[config.mk]
export PLATFORM = sky130hd
export DESIGN_NAME = reg_xfer_sequencer
export DESIGN_NICKNAME = d
export VERILOG_FILES = /design/src/rtl/reg_xfer_sequencer.sv
export SDC_FILE = /design/constraint.sdc
export NUM_CORES = 1
export LEC_CHECK = 0
export ABC_AREA = 1
export CAP_MARGIN = 20
export CORE_MARGIN = 10
export CORE_UTILIZATION = 50
export CTS_CLUSTER_DIAMETER = 60
export DETAILED_ROUTE_END_ITERATION = 10
export GPL_TIMING_DRIVEN = 1
export MAX_ROUTING_LAYER = met4
export PLACE_DENSITY = 0.8
export REMOVE_ABC_BUFFERS = 1
export SYNTH_ARGS = -nofsm -noshare
export SYNTH_HDL_FRONTEND = slang
export SYNTH_SLANG_ARGS = --single-unit
export TNS_END_PERCENT = 5
[constraint.sdc]
create_clock -name clk -period 4.54 [get_ports clk]
set_input_delay 1.135 -clock clk [delete_from_list [all_inputs] [get_ports clk]]
set_output_delay 1.135 -clock clk [all_outputs]
set_load 0.05 [all_outputs]
[src/rtl/reg_xfer_sequencer.sv]
// reg_xfer_sequencer: buffers packed transfer commands and drives control_reg.
// Optional feature macro: SEQ_SELF_MOVE_DROP_EN (discard MOVE with src==dest).
module reg_xfer_sequencer #(
  parameter int DATA_W     = 16,
  parameter int DEPTH      = 4,
  parameter int SETTLE_CYC = 1
) (
  input  logic              clk,
  input  logic              rst_n,
  input  logic              cmd_valid,
  output logic              cmd_ready,
  input  logic [DATA_W+7:0] cmd_data,
  input  logic              err_clr,
  output logic [2:0]        src,
  output logic [2:0]        dest,
  output logic              MOVE,
  output logic              IN,
  output logic [DATA_W-1:0] data_in,
  output logic              busy,
  output logic              done,
  output logic              err
);

  localparam int CMD_W = DATA_W + 8;
  localparam int AW    = (DEPTH > 1) ? $clog2(DEPTH) : 1;
  localparam int CW    = AW + 1;
  localparam int SW    = (SETTLE_CYC > 1) ? $clog2(SETTLE_CYC) : 1;

  localparam logic [1:0] OP_NOP  = 2'b00;
  localparam logic [1:0] OP_IN   = 2'b01;
  localparam logic [1:0] OP_MOVE = 2'b10;
  localparam logic [1:0] OP_ILL  = 2'b11;

  typedef enum logic [1:0] {
    S_IDLE,
    S_ISSUE,
    S_SETTLE
  } state_e;

  logic [CMD_W-1:0]  mem_q [DEPTH];
  logic [AW-1:0]     wr_ptr_q, wr_ptr_d;
  logic [AW-1:0]     rd_ptr_q, rd_ptr_d;
  logic [CW-1:0]     count_q, count_d;

  state_e            state_q, state_d;
  logic [SW-1:0]     settle_q, settle_d;
  logic [2:0]        src_q, src_d;
  logic [2:0]        dest_q, dest_d;
  logic [DATA_W-1:0] data_q, data_d;
  logic              move_q, move_d;
  logic              in_q, in_d;
  logic              done_q, done_d;
  logic              err_q, err_d;

  logic              full, empty, push, pop;
  logic [1:0]        h_op;
  logic [2:0]        h_dest, h_src;
  logic [DATA_W-1:0] h_imm;
  logic              self_move;

  assign full  = (count_q == CW'(DEPTH));
  assign empty = (count_q == '0);
  assign push  = cmd_valid && !full;
  assign pop   = (state_q == S_IDLE) && !empty;

  assign {h_op, h_dest, h_src, h_imm} = mem_q[rd_ptr_q];

`ifdef SEQ_SELF_MOVE_DROP_EN
  assign self_move = (h_src == h_dest);
`else
  assign self_move = 1'b0;
`endif

  // FIFO pointer and occupancy next-state
  always_comb begin
    wr_ptr_d = wr_ptr_q;
    rd_ptr_d = rd_ptr_q;
    count_d  = count_q;
    if (push) wr_ptr_d = wr_ptr_q + 1'b1;
    if (pop)  rd_ptr_d = rd_ptr_q + 1'b1;
    unique case (1'b1)
      (push && !pop): count_d = count_q + 1'b1;
      (pop && !push): count_d = count_q - 1'b1;
      default:        count_d = count_q;
    endcase
  end

  // Issue FSM next-state: decode head entry, pulse strobes, enforce settle
  always_comb begin
    state_d  = state_q;
    settle_d = settle_q;
    src_d    = src_q;
    dest_d   = dest_q;
    data_d   = data_q;
    move_d   = 1'b0;
    in_d     = 1'b0;
    done_d   = 1'b0;
    err_d    = err_q;
    if (err_clr) err_d = 1'b0;
    case (state_q)
      S_IDLE: begin
        if (pop) begin
          unique case (h_op)
            OP_IN: begin
              state_d = S_ISSUE;
              dest_d  = h_dest;
              data_d  = h_imm;
              in_d    = 1'b1;
            end
            OP_MOVE: begin
              if (!self_move) begin
                state_d = S_ISSUE;
                src_d   = h_src;
                dest_d  = h_dest;
                move_d  = 1'b1;
              end
            end
            OP_ILL: err_d = 1'b1;
            OP_NOP: ;
            default: ;
          endcase
        end
      end
      S_ISSUE: begin
        done_d   = 1'b1;
        settle_d = '0;
        state_d  = S_SETTLE;
      end
      S_SETTLE: begin
        if (settle_q == SW'(SETTLE_CYC - 1)) state_d = S_IDLE;
        else settle_d = settle_q + 1'b1;
      end
      default: state_d = S_IDLE;
    endcase
  end

  // FIFO storage; no reset needed, occupancy guards reads
  always_ff @(posedge clk) begin
    if (push) mem_q[wr_ptr_q] <= cmd_data;
  end

  // FIFO pointers and count
  always_ff @(posedge clk or negedge rst_n) begin
    if (!rst_n) begin
      wr_ptr_q <= '0;
      rd_ptr_q <= '0;
      count_q  <= '0;
    end else begin
      wr_ptr_q <= wr_ptr_d;
      rd_ptr_q <= rd_ptr_d;
      count_q  <= count_d;
    end
  end

  // FSM state and registered outputs
  always_ff @(posedge clk or negedge rst_n) begin
    if (!rst_n) begin
      state_q  <= S_IDLE;
      settle_q <= '0;
      src_q    <= '0;
      dest_q   <= '0;
      data_q   <= '0;
      move_q   <= 1'b0;
      in_q     <= 1'b0;
      done_q   <= 1'b0;
      err_q    <= 1'b0;
    end else begin
      state_q  <= state_d;
      settle_q <= settle_d;
      src_q    <= src_d;
      dest_q   <= dest_d;
      data_q   <= data_d;
      move_q   <= move_d;
      in_q     <= in_d;
      done_q   <= done_d;
      err_q    <= err_d;
    end
  end

  assign cmd_ready = !full;
  assign src       = src_q;
  assign dest      = dest_q;
  assign data_in   = data_q;
  assign MOVE      = move_q;
  assign IN        = in_q;
  assign done      = done_q;
  assign err       = err_q;
  assign busy      = !empty || (state_q != S_IDLE);

endmodule

* Word level (Yosys, flattened, before mapping) *
Memories as Yosys holds them, arrays and structs flattened.
Index checks and enable logic that the tools add are counted.

storage, ports and cells
  flip-flop bits (word level) = 36
  latch bits = 0
  memory bits (writable) = 96
  bits in read-only memories = 0
  bits of input ports = 28
  logic and storage cells = 66
  memories = 1

memory list
  memory  words  bits a word  read ports  clocked after memory_dff  write ports  RTL line  source
  mem_q   4      24           1           0                         1            40        logic [CMD_W-1:0] mem_q [DEPTH];

cells by class
  add/sub/neg operators = 5
  $mul = 0
  div/mod/pow operators = 0
  order comparisons = 0
  equality and inequality tests = 9
  shift-type cells = 0
  multiplexer cells = 20
  bitwise gates (word level) = 0
  reduce and logical (&&, ||, !) cells = 19

operators with widths
  cell                                               number
  two-way mux 1 bit                                  14
  AND reduction 3 bit                                4
  == test 2 bit (second input constant)              3
  two-way mux 2 bit                                  3
  inequality test 2 bit (second input constant)      3
  case mux 2 bit (3 select lines)                    1
  case mux 3 bit (2 select lines)                    1
  nonzero test 2 bit                                 3
  adder 2 x 1 -> 2 bit (second input constant)       2
  == test 2 x 1 -> 1 bit (second input constant)     2
  logical AND 1 bit                                  4
  logical NOT 1 bit                                  4
  adder 3 x 1 -> 3 bit (second input constant)       1
  == test 3 bit (second input constant)              1
  logical NOT 3 bit                                  1
  subtractor 3 x 1 -> 3 bit (second input constant)  1
  logical NOT 2 bit                                  1
  case mux 1 bit (2 select lines)                    1
  OR reduction 2 bit                                 1
  adder 1 bit (second input constant)                1
  logical OR 1 bit                                   1

* Logic depth before layout (Yosys ltp) *
  depth after elaboration = 6
  depth in mapped cells = 12

* Least setup slack after synthesis *
Ideal clock, no wire load.

  path kind = input to register
  start = in cmd_valid
  end = mem mem_q[0][0] in the netlist's numbering (enable)
  library setup time = 0.405 ns
  data arrival time = 2.294 ns
  path slack = 1.842 ns
  stages on the path = 2
  buffers on the path = 0
  path through = nand2_2 -> nor2_1

on the way
  longest elaborated chain between the ends = 3

RTL lines
  element                                  RTL line  source
  start: declaration                       10        input logic cmd_valid,
  logical AND 1 bit                        63        assign push = cmd_valid && !full;
  two-way mux 1 bit                        139       if (push) mem_q[wr_ptr_q] <= cmd_data;
  two-way mux 1 bit (not written as such)  139
  end: declaration                         40

No other way between the ends.

* Worst setup path in the final report *
  start = reg state_q[0]
  end = out busy

on the way
  longest elaborated chain between the ends = 2

RTL lines
  element                   RTL line  source
  start: declaration        45        state_e state_q, state_d;
  start signal: assignment  168       state_q <= state_d;
  nonzero test 2 bit        188       assign busy = !empty || (state_q != S_IDLE);
  logical OR 1 bit          188
  end: declaration          19        output logic busy,

No other way between the ends.

==> flow_metrics.tcl <==
set metrics [dict create \
    switching_share 0.393 \
    root_buffer "clkbuf_8" \
    r2r_cells 11 \
    p_leak_nw 3.17 \
    rsz0062_at_grt "no" \
    worstMarginPinSlew_ns 0.886 \
    r2r-end "data_in[0]" \
    final-hold-violation-count 0 \
    initial_core_util 0.514 \
    min_period_over_period 0.683 \
    p_seq_frac 0.337 \
    antenna_cells 0 \
    setup_viol 0 \
    switching_power_mw 2.06 \
    grt_pass1_vias 4008 \
    drc 0 \
    worstPathMaxFanout 5 \
    synth_cell_types 24 \
    vias 3686 \
    relSlewSlack 0.408 \
    clkSinkCount 131 \
    cts_post_setup_buffers_inserted 0 \
    avgViaCountPerCell 4.92 \
    cp_data_arrival_time_ns 1.96 \
    drtPass1Iterations 6 \
    drv_cap 0 \
    fp.dieH_um 126 \
    holdPathStages 2 \
    ys_seq_area_frac 0.671 \
    powerDensity_nw_per_um2 760 \
    ys_ff_latch 131 \
    die_area_sq_um 15800 \
    grt_max_degree 52 \
    cts_resized 0 \
    fin_crit_ns 3.10 \
    nets 633 \
    antenna_found_initial 0 \
    routabilityCongestion 0.758 \
    htreeDepth 4 \
    synth_warnings 0 \
    io_pins 56 \
    cp-start-kind "flip-flop" \
    cts_hold_buf 0 \
    wire_per_inst_um 15.8 \
    tns_ns 0 \
    holdWs_ns 0.475 \
    end_kind "output port" \
    drt_iter0_markers 249 \
    whs_endpoint "data_in[3]" \
    worstSetupPathType "flip-flop to output port" \
    synth_area_per_cell_sq_um 10.5 \
    finClkSkew_ns 0.00446 \
    power.share.clock 0.269 \
    syn-instance-count 533 \
    reg2reg_slack_ns 1.78 \
    comb_power_share 0.395 \
    dp_hpwl_mm 7.17 \
    drv_slew 0 \
    fin_util 0.634 \
    grt_use_total 0.158 \
    antenna_left 0 \
    cts_tree "built" \
    clk_pin_slew_ns 0.06 \
    cts_buffers 17 \
    core_area_sq_um 10900 \
    grt_pass1_wl_mm 19.3 \
    syn2layout_area_growth_pct 23.2 \
    drive_gt1_frac 0.113 \
    clk_path_buf_depth 2 \
    drt_wl_total_mm 11.8 \
    netlist_area_sq_um 5600 \
    insertion_delay_ns 0.52 \
    min_path_type "flip-flop to flip-flop" \
    dieWidth_um 126 \
    p_int_mw 3.18 \
    required_ns 3.40 \
    max-vdd-ir-drop_mv 0.372 \
    worstReg2RegStart "rd_ptr_q[0]" \
    io_buffer_count 55 \
    fp-row-count 38 \
    worstHoldStart "data_in[3]" \
    grt-ovfl-total 0 \
    max_freq_ghz 0.323 \
    status "finished clean" \
]
-- kinds of logic after synthesis --
family	Yosys count	synth area share
AOI/OAI and AO/OA	7	0.00715
DFF	131	0.671
xor gates and xnor gates	5	0.00782
buffers and inverters	127	0.0941
and+or+nand+nor	254	0.198
adders and majority gates	9	0.0214
-- worst max-delay path by stage --
stage,startpoint,endpoint,slack (ns),cells past startpoint
final,state_q[0],busy,1.44,3
after global routing,state_q[0],busy,1.36,3
after CTS,state_q[0],busy,1.42,3
after detailed placement,cmd_valid,count_q[2],1.64,8
after global placement,cmd_valid,count_q[2],1.71,8
after floorplan,rd_ptr_q[0],dest[0],1.83,9
-- synthesized netlist by cell type --
cell      instances  share of area
nand2_1         171           0.11
buf_4             5         0.0067
xnor2_1           2         0.0031
edfxtp_1         96           0.51
o21ai_0           2         0.0018
fa_1              1         0.0036
buf_12            1         0.0036
inv_1           107          0.072
nor2_4            3         0.0060
o211ai_1          2         0.0027
nand2_4           1         0.0020
xor2_1            3         0.0047
nand3_4           1         0.0031
inv_6             1         0.0016
nand3_1          47          0.042
nand2_2          19          0.021
buf_2             8         0.0071
clkbuf_1          3         0.0020
nand3b_1          2         0.0027
nor2_1           10         0.0067
o21ai_1           3         0.0027
dfrtp_1          35           0.16
ha_1              8          0.018
inv_2             2         0.0013
-- metal layers --
metal | track usage | share of wire | vias to the layer above
li1 | - | - | 1783
met1 | 0.158 | 0.39 | 1781
met2 | 0.284 | 0.55 | 103
met3 | 0.0428 | 0.043 | 19
met4 | 0.0683 | 0.018 | 0
met5 | - | 0 | -
-- cell type report --
class | count | area (sq um)
timing repair buffer | 61 | 611
inverter | 110 | 418
clock buffer | 19 | 432
sequential | 131 | 3760
fill | 819 | 3990
tap | 140 | 175
multi-input combinational | 275 | 1330
clock inverter | 13 | 183
-- power by group through the flow --
stage / Combinational, mW / Clock [mW] / Sequential (mW)
detailed placement: 2.01 / 0 / 1.82
CTS: 2.03 / 1.41 / 1.80
floorplan: 0.990 / 0 / 2.18
global placement: 1.93 / 0 / 1.81
global route: 2.27 / 1.50 / 1.79
finish: 2.07 / 1.41 / 1.76
-- flip-flops by register name, summed over array words and instances, names as in the netlist, 2 cells and up --
register,flops
count_q,3
data_in,16
src,3
wr_ptr_q,2
rd_ptr_q,2
state_q,2
mem_q,96
dest,3
-- cells in the final DEF (no fill, tap or decap), drive strengths merged --
master / n
nand2: 191
inv: 111
edfxtp: 96
clkdlybuf4s50: 54
nand3: 48
dfrtp: 35
clkbuf: 19
nor2: 13
ha: 8
buf: 7
o21ai: 5
clkinvlp: 4
bufinv: 4
clkinv: 4
xor2: 3
o211ai: 2
nand3b: 2
xnor2: 2
fa: 1
-- worst max-delay path, cell delays in order, from the launching register on --
cell and delay [ns]:
dfrtp_1 0.41, nor2_4 0.21, nand3_1 0.10, clkdlybuf4s50_1 0.72
-- through the flow --
stage | instances | area [sq um] | worst slack, ns | total power [mW]
CTS | 748 | 6870 | 1.42 | 5.25
detailed placement | 716 | 6260 | 1.64 | 3.83
finish | 749 | 6900 | 1.44 | 5.24
floorplan | 516 | 5490 | 1.83 | 3.17
global placement | 716 | 6260 | 1.71 | 3.74
global route | 749 | 6900 | 1.36 | 5.56
(Power assumes the default switching activity.)
==> RTL edit: new RTL, same settings <==
The option `SEQ_SELF_MOVE_DROP_EN` is turned on by a define.
--- a/src/rtl/reg_xfer_sequencer.sv
+++ b/src/rtl/reg_xfer_sequencer.sv
@@ -1,4 +1,6 @@
 // reg_xfer_sequencer: buffers packed transfer commands and drives control_reg.
 // Optional feature macro: SEQ_SELF_MOVE_DROP_EN (discard MOVE with src==dest).
+`define SEQ_SELF_MOVE_DROP_EN
+
 module reg_xfer_sequencer #(
   parameter int DATA_W     = 16,
Check against the original RTL: not equivalent (Yosys sat finds a counterexample within 4 cycles, from zero or initial values and one cycle with rst_n low).
==> RTL edit against the unedited design <==
Synthesized cell count shrank 16%; final area shrank 6.3%; area after synthesis shrank 7.7%; routed wire length shrank 2.9%; highest routed layer unchanged; register-to-register slack lost 330 ps; via count shrank 5.9%; critical endpoint is now data_in[8]; critical path type is now register to register; sequential cell count is the same; combinational power shrank 6%; worst setup slack gained 9.2 ps; power shrank 2.4%.
==> RTL edit: results (changes against the unedited design) <==
| Metric | Value |
|---|---|
| Status | finished clean (unchanged) |
| Met1 Use GR | 18.1% (was 15.8%) |
| GR Util met3 | 5.60% (was 4.28%) |
| Post-synthesis xor/xnor area fraction | 0.678% (was 0.782%) |
| Largest net degree at the start of global routing | 53 (was 52) |
| First-pass DRT Iterations | 5 (was 6) |
| Synth Instances | 448 (was 533) |
| Gpl congestion | 0.779 (was 0.758) |
| Hold Path Origin | state_q[1] (was data_in[3]) |
| Setup Skew | 6.59 ps (was 4.46 ps) |
| Slowest cell on crit path | inv_2 (was clkdlybuf4s50_1) |
| Hold Path Depth | 1 (was 2) |
| Post-synth top cells | nand2_1, edfxtp_1, nor2_1 (was nand2_1, inv_1, edfxtp_1) |
| Drt first-iter violations | 354 (was 249) |
| FF-to-FF End | data_in[8] (was data_in[0]) |
| Clk pwr share | 27.7% (was 26.9%) |
| Metal2 WL | 5960 um (was 6470 um) |
| Final net count | 542 (was 633) |
| Post-Synth Adder-Cell Area | 1.60% (was 2.14%) |
| Wirelength per Cell | 17.5 um (was 15.8 um) |
| Post-synthesis compound-gate area fraction | 6.25% (was 0.715%) |
| Placed cells | 625 (was 716) |
| Met2 Track Usage GR | 27.4% (was 28.4%) |
| Hold EP | done (was data_in[3]) |
| Sw Share | 39.5% (was 39.3%) |
| Worst r2r src | rd_ptr_q[0] (unchanged) |
| Metal3 WL | 695 um (was 507 um) |
| Area of the multi-input gates | 0.00124 sq mm (was 0.00133 sq mm) |
| Internal Power | 3.10 mW (was 3.18 mW) |
| Via density | 5.28 (was 4.92) |
| Peak VDD IR | 436 uV (was 372 uV) |
| Worst-Margin Slew | 848 ps (was 886 ps) |
| Fin worst setup slack | 1450 ps (was 1440 ps) |
| Crit path max fanout | 52 (was 5) |
==> RTL edit: changes by cell type after synthesis, sizes merged, moves of 3 or more <==
cell / unedited run / this run
a21oi: 0 / 3
clkbuf: 3 / 8
ha: 8 / 5
inv: 110 / 24
nand2: 191 / 134
nand3: 48 / 21
nor2: 13 / 47
o21ai: 5 / 40
o22ai: 0 / 16
==> RTL edit: worst max path at each step <==
stage	startpoint	endpoint
2_1_floorplan	cmd_valid	mem_q[0][0]
3_3_place_gp	cmd_valid	count_q[2]
3_5_place_dp	rd_ptr_q[0]	data_in[8]
4_1_cts	rd_ptr_q[0]	data_in[8]
5_1_grt	rd_ptr_q[0]	data_in[1]
6_report	rd_ptr_q[0]	data_in[8]
==> RTL edit: layout make-up <==
cell class / instances / area share (%)
Clock inverter: 15 / 3.17
Sequential cell: 131 / 58.1
Timing Repair Buffer: 61 / 9.13
Clock buffer: 17 / 6.40
Inverter: 24 / 1.39
Multi-Input combinational cell: 273 / 19.2
Tap cell: 136 / 2.63
